### src/rtl/tytra_ctrl_pkg.sv
// Shared definitions for the work-item sequencers: state encoding and default counter width.
package tytra_ctrl_pkg;

    localparam int CNTW_DEFAULT = 32;

    typedef enum logic [1:0] {
        ST_IDLE  = 2'd0,
        ST_RUN   = 2'd1,
        ST_DRAIN = 2'd2,
        ST_DONE  = 2'd3
    } kd_state_e;

    // A run is in progress while items can still be issued or retired.
    function automatic logic st_active(input kd_state_e s);
        return (s == ST_RUN) || (s == ST_DRAIN);
    endfunction

endpackage

### src/rtl/tytra_sat_counter.sv
// Up-counter that clears on request and holds once it reaches a programmable limit.
module tytra_sat_counter #(
    parameter int W = 32
) (
    input  logic         clk,
    input  logic         rst,
    input  logic         clear,
    input  logic         en,
    input  logic [W-1:0] limit,
    output logic [W-1:0] count,
    output logic         at_limit,
    output logic         last_step
);

    logic [W-1:0] count_reg;
    logic [W-1:0] count_next;
    logic [W-1:0] count_inc;

    assign count_inc = count_reg + W'(1);
    assign at_limit  = (count_reg == limit);
    // High in the cycle whose increment lands exactly on the limit.
    assign last_step = en && !at_limit && (count_inc == limit);

    always_comb begin
        count_next = count_reg;
        if (clear) begin
            count_next = '0;
        end else if (en && !at_limit) begin
            count_next = count_inc;
        end
    end

    always_ff @(posedge clk or posedge rst) begin
        if (rst) begin
            count_reg <= '0;
        end else begin
            count_reg <= count_next;
        end
    end

    assign count = count_reg;

endmodule

### src/rtl/kernel_d_kd_ctrl.sv
// Work-item sequencer for a latency-1 leaf kernel: admits exactly n items, counts retirements,
// and pulses done when the last one leaves the kernel.
module kernel_d_kd_ctrl
    import tytra_ctrl_pkg::*;
#(
    parameter int CNTW = CNTW_DEFAULT
) (
    input  logic            clk,
    input  logic            rst,
    input  logic            start,
    input  logic [CNTW-1:0] size,
    output logic            busy,
    output logic            done,
    input  logic            src_valid,
    output logic            src_ready,
    output logic            k_ivalid,
    input  logic            k_iready,
    input  logic            k_ovalid,
    output logic [CNTW-1:0] issued,
    output logic [CNTW-1:0] retired
);

    kd_state_e       state_reg;
    kd_state_e       state_next;
    logic [CNTW-1:0] n_reg;
    logic            busy_reg;
    logic            done_reg;

    logic            start_acc;
    logic            issue_en;
    logic            retire_en;
    logic            issue_at_limit;
    logic            issue_last;
    logic            retire_at_limit;
    logic            retire_last;

    assign start_acc = (state_reg == ST_IDLE) && start;

    // Gating depends only on the current state and k_iready, so an async reset drops it at once.
    always_comb begin
        src_ready = 1'b0;
        if (state_reg == ST_RUN) begin
            src_ready = k_iready && !issue_at_limit;
        end
    end

    assign k_ivalid  = src_valid && src_ready;
    assign issue_en  = k_ivalid;
    assign retire_en = k_ovalid && st_active(state_reg);

    tytra_sat_counter #(
        .W (CNTW)
    ) u_issue_cnt (
        .clk       (clk),
        .rst       (rst),
        .clear     (start_acc),
        .en        (issue_en),
        .limit     (n_reg),
        .count     (issued),
        .at_limit  (issue_at_limit),
        .last_step (issue_last)
    );

    tytra_sat_counter #(
        .W (CNTW)
    ) u_retire_cnt (
        .clk       (clk),
        .rst       (rst),
        .clear     (start_acc),
        .en        (retire_en),
        .limit     (n_reg),
        .count     (retired),
        .at_limit  (retire_at_limit),
        .last_step (retire_last)
    );

    always_comb begin
        state_next = state_reg;
        unique case (state_reg)
            ST_IDLE: begin
                if (start) begin
                    state_next = (size != '0) ? ST_RUN : ST_DONE;
                end
            end
            ST_RUN: begin
                // A final retire while still issuing skips DRAIN entirely.
                if (retire_last) begin
                    state_next = ST_DONE;
                end else if (issue_last) begin
                    state_next = ST_DRAIN;
                end
            end
            ST_DRAIN: begin
                if (retire_last || retire_at_limit) begin
                    state_next = ST_DONE;
                end
            end
            ST_DONE: begin
                state_next = ST_IDLE;
            end
            default: begin
                state_next = ST_IDLE;
            end
        endcase
    end

    always_ff @(posedge clk or posedge rst) begin
        if (rst) begin
            state_reg <= ST_IDLE;
            n_reg     <= '0;
            busy_reg  <= 1'b0;
            done_reg  <= 1'b0;
        end else begin
            state_reg <= state_next;
            busy_reg  <= st_active(state_next);
            done_reg  <= (state_next == ST_DONE);
            if (start_acc) begin
                n_reg <= size;
            end
        end
    end

    assign busy = busy_reg;
    assign done = done_reg;

endmodule

### config.mk
export PLATFORM = sky130hd
export DESIGN_NAME = kernel_d_kd_ctrl
export DESIGN_NICKNAME = d
export VERILOG_FILES = /design/src/rtl/tytra_ctrl_pkg.sv /design/src/rtl/tytra_sat_counter.sv /design/src/rtl/kernel_d_kd_ctrl.sv
export SDC_FILE = /design/constraint.sdc
export NUM_CORES = 1
export LEC_CHECK = 0
export ABC_AREA = 1
export ABC_CLOCK_PERIOD_IN_PS = 2850
export CELL_PAD_IN_SITES_DETAIL_PLACEMENT = 1
export CELL_PAD_IN_SITES_GLOBAL_PLACEMENT = 1
export CORE_MARGIN = 1
export CORE_UTILIZATION = 36
export CTS_CLUSTER_DIAMETER = 60
export DETAILED_ROUTE_END_ITERATION = 16
export PLACE_DENSITY_LB_ADDON = 0.1
export SLEW_MARGIN = 20
export SYNTH_ARGS = -nofsm -noshare
export SYNTH_HDL_FRONTEND = slang
export SYNTH_HIERARCHICAL = 1
export SYNTH_SLANG_ARGS = --single-unit
### constraint.sdc
create_clock -name clk -period 2.85 [get_ports clk]
set_input_delay 0.285 -clock clk [delete_from_list [all_inputs] [get_ports clk]]
set_output_delay 0.285 -clock clk [all_outputs]
set_load 0.1 [all_outputs]
==> flow_summary.yaml <==
run_status:
  status: "finished, final reports clean"
global_route:
  grt_pass1_vias: 9529
  grt_max_degree: 39
  antenna_found_initial: 0
  grt_remaining_overflow: 0
  grt_first_pass_wirelength_um: 54100
  track_usage_pct: 29.3
power_and_ir_drop:
  clkPwrFrac_pct: 16.1
  seq_power_share_pct: 29.4
  p_sw_uw: 4080
  p_comb_share_pct: 54.4
  vdd_drop_max_mv: 0.438
  cellPowerDensity_mw_per_mm2: 738
  swShare_pct: 52.1
  p_leak_uw: 0.00513
  p_int_uw: 3760
placement:
  portBuffers: 105
  dp_hpwl_um: 27600
  placed_area_mm2: 0.0101
  gp_congestion: 0.951
  dpl.cell_count: 1810
logic_synthesis:
  synth_fp_nets: 1424
  synth-edff-count: 0
  ys_seq_area_share_pct: 29.0
  yosys_most_used_dff: "dfrtp_1"
  synth-seq-cells: 100
  yosys-top-cells-count: "572 x nand2_1, 171 x nor2_1, 132 x inv_1, 101 x nand3_1, 100 x dfrtp_1"
  syn_area_mm2: 0.00864
  ys_warn_count: 6
  synthArstFlopShare_pct: 100
  yosys.cell_count.top_type: "nand2_1"
  yosysTopAreaCell: "dfrtp_1"
  synth_area_leaders: "dfrtp_1 29%, nand2_1 25%, nor2_1 7.4%"
  avgSynthCellArea_um2: 6.27
  syn_inst: 1379
  synth_top_cell_area_share_pct: 29.0
  synth_cell_types: 31
routing:
  wl_per_cell_um: 19.0
  avgViaCountPerCell: 5.03
  top_layer_used: "met4"
  drt-pass1-iter-count: 5
  met2_length_um: 17300
  drtAntennaViolNets: 0
  met1_length_um: 15100
  vias: 9245
  wirelength_um: 34900
  initialDrtViolationCount: 502
  drc: 0
  wl_met3_um: 967
timing:
  skew_ns: 0.0104
  rsz0062_at_grt: "yes"
  holdWs_ns: 0.430
  tightest_slew_ns: 0.541
  finalCritPeriodShare_pct: 95.9
  report.final.slew_viol_count: 0
  finalSetupViolCount: 0
  fin_crit_ns: 2.73
  slew_headroom_pct: 63.7
  finalHoldViolations: 0
  max_freq_ghz: 0.366
clocking:
  cts_buffers: 9
  worstSkewPairLatency_ns: 0.36
  cts_tree: "done"
  clock_path_buffers: 2
  cts_root_buf: "clkbuf_16"
  cts_sinks: 100
  cts.htree.levels: 3
  holdBufCountCts: 0
  path_clk_slew_ns: 0.08
floorplan:
  dieArea_mm2: 0.0246
  die_width_um: 157
  io_pins: 106
  die_h_um: 157
  core.rowCount: 56
  initial_core_util_pct: 36.8
  design.core.area_mm2: 0.0235
finish:
  multi_input_area_mm2: 0.00557
  fillers: 3142
  fin_util_pct: 45.2
  stdcell_count: 1838
  diodes: 0
  seqCellArea_mm2: 0.00258
  fin_nets: 1559
  drive_above_1_share_pct: 17.2
  area_growth_syn_to_layout_pct: 22.9
  fin_area_mm2: 0.0106
worst_setup_path:
  critPathLaunchType: "flop"
  critPathMaxFanout: 6
  cp.arrival_ns: 2.98
  end_kind: "flop"
  critPathKind: "flop to flop"
  cp.required_ns: 3.09
run:
  drv_cap: 0
min_path:
  hp-class: "primary input to asynchronous set/reset pin"
## final timing paths
| kind | startpoint | end | slack, ns | cells past startpoint |
|---|---|---|---|---|
| max | u_issue_cnt/count[0] | busy | 0.12 | 17 |
| min | rst | u_retire_cnt/count[4] | 0.43 | 3 |
| max reg2reg | u_issue_cnt/count[0] | busy | 0.12 | 17 |
| min reg2reg | n_reg[10] | n_reg[10] | 0.57 | 2 |
| max in group asynchronous | rst | u_issue_cnt/count[24] | 2.06 | 3 |
| min in group clk | size[4] | n_reg[4] | 0.49 | 3 |
## through the flow
| stage | power [µW] | worst slack (ns) | TNS, ns |
|---|---|---|---|
| floorplan | 5260 | -0.833 | -12.25 |
| detailed placement | 6520 | 0.0457 | 0 |
| global route | 8450 | -0.0799 | -0.0799 |
| global placement | 6430 | 0.0943 | 0 |
| CTS | 7820 | 0.0167 | 0 |
| finish | 7840 | 0.116 | 0 |
## layout by cell type (no fill, tap or decap), types with 5 or more instances in the layout
| cell type | instances |
|---|---|
| nand3b_1 | 10 |
| nor2_4 | 21 |
| nand2_2 | 16 |
| ha_1 | 5 |
| xor2_1 | 38 |
| inv_1 | 131 |
| o21ai_1 | 16 |
| o21bai_1 | 5 |
| dfrtp_1 | 58 |
| nor3_1 | 13 |
| nand2_1 | 568 |
| clkdlybuf4s50_1 | 37 |
| nand3_1 | 101 |
| dfrtp_2 | 30 |
| a21oi_1 | 26 |
| dfrtp_4 | 12 |
| nand4_1 | 12 |
| buf_4 | 118 |
| o21ai_0 | 9 |
| clkbuf_16 | 9 |
| nor2_2 | 23 |
| nor2_1 | 157 |
| nand2_4 | 10 |
| xnor2_1 | 68 |
## logic make-up (layout without fill, tap and decap cells)
group,after synthesis,count (layout),synth area share [%]
buf+inv,167,307,8.08
fa+ha+maj,7,7,1.01
compound gates,58,58,3.56
flops,100,100,29.0
xor+xnor,108,108,11.1
simple gates,939,939,47.3
## worst max-delay path: stages, from the launching register on
cell and delay [ns]:
dfrtp_4 0.47, ha_4 0.18, nand3_1 0.30, nand2_1 0.19, nand2_1 0.08, nand2_1 0.06
nand2_1 0.06, nor2_1 0.12, nand2_1 0.09, nor2_2 0.16, nand3_1 0.11, nor2_2 0.15
o21ai_1 0.09, nand2_1 0.07, nand2_1 0.06, o21ai_1 0.11, inv_1 0.06, ha_1 0.27
## power groups by stage
| stage | sequential, µW | clock [µW] | combinational (µW) |
|---|---|---|---|
| floorplan | 2820 | 0 | 2440 |
| global placement | 2320 | 0 | 4110 |
| detailed placement | 2340 | 0 | 4180 |
| CTS | 2310 | 1310 | 4210 |
| global route | 2380 | 1360 | 4720 |
| finish | 2310 | 1270 | 4270 |
## what timing repair did
action | in CTS | in global routing
endpoints found under the setup margin | 0 | 4
setup buffers | 0 | 12
gates resized for setup | 0 | 39
## per-layer routing
layer	track usage [%]	vias to the layer above
met5	0	-
met4	12.6	0
met3	2.70	63
met2	51.8	187
met1	36.2	4498
li1	-	4497
## layout make-up
class | count | area share (%)
Tap cell | 319 | 3.76
Inverter | 135 | 4.82
Clock buffer | 13 | 2.45
Clock inverter | 3 | 0.212
Timing Repair Buffer | 156 | 12.0
Sequential cell | 100 | 24.3
Multi-Input combinational cell | 1112 | 52.4
Note: power is estimated with default switching activity, not from simulation.
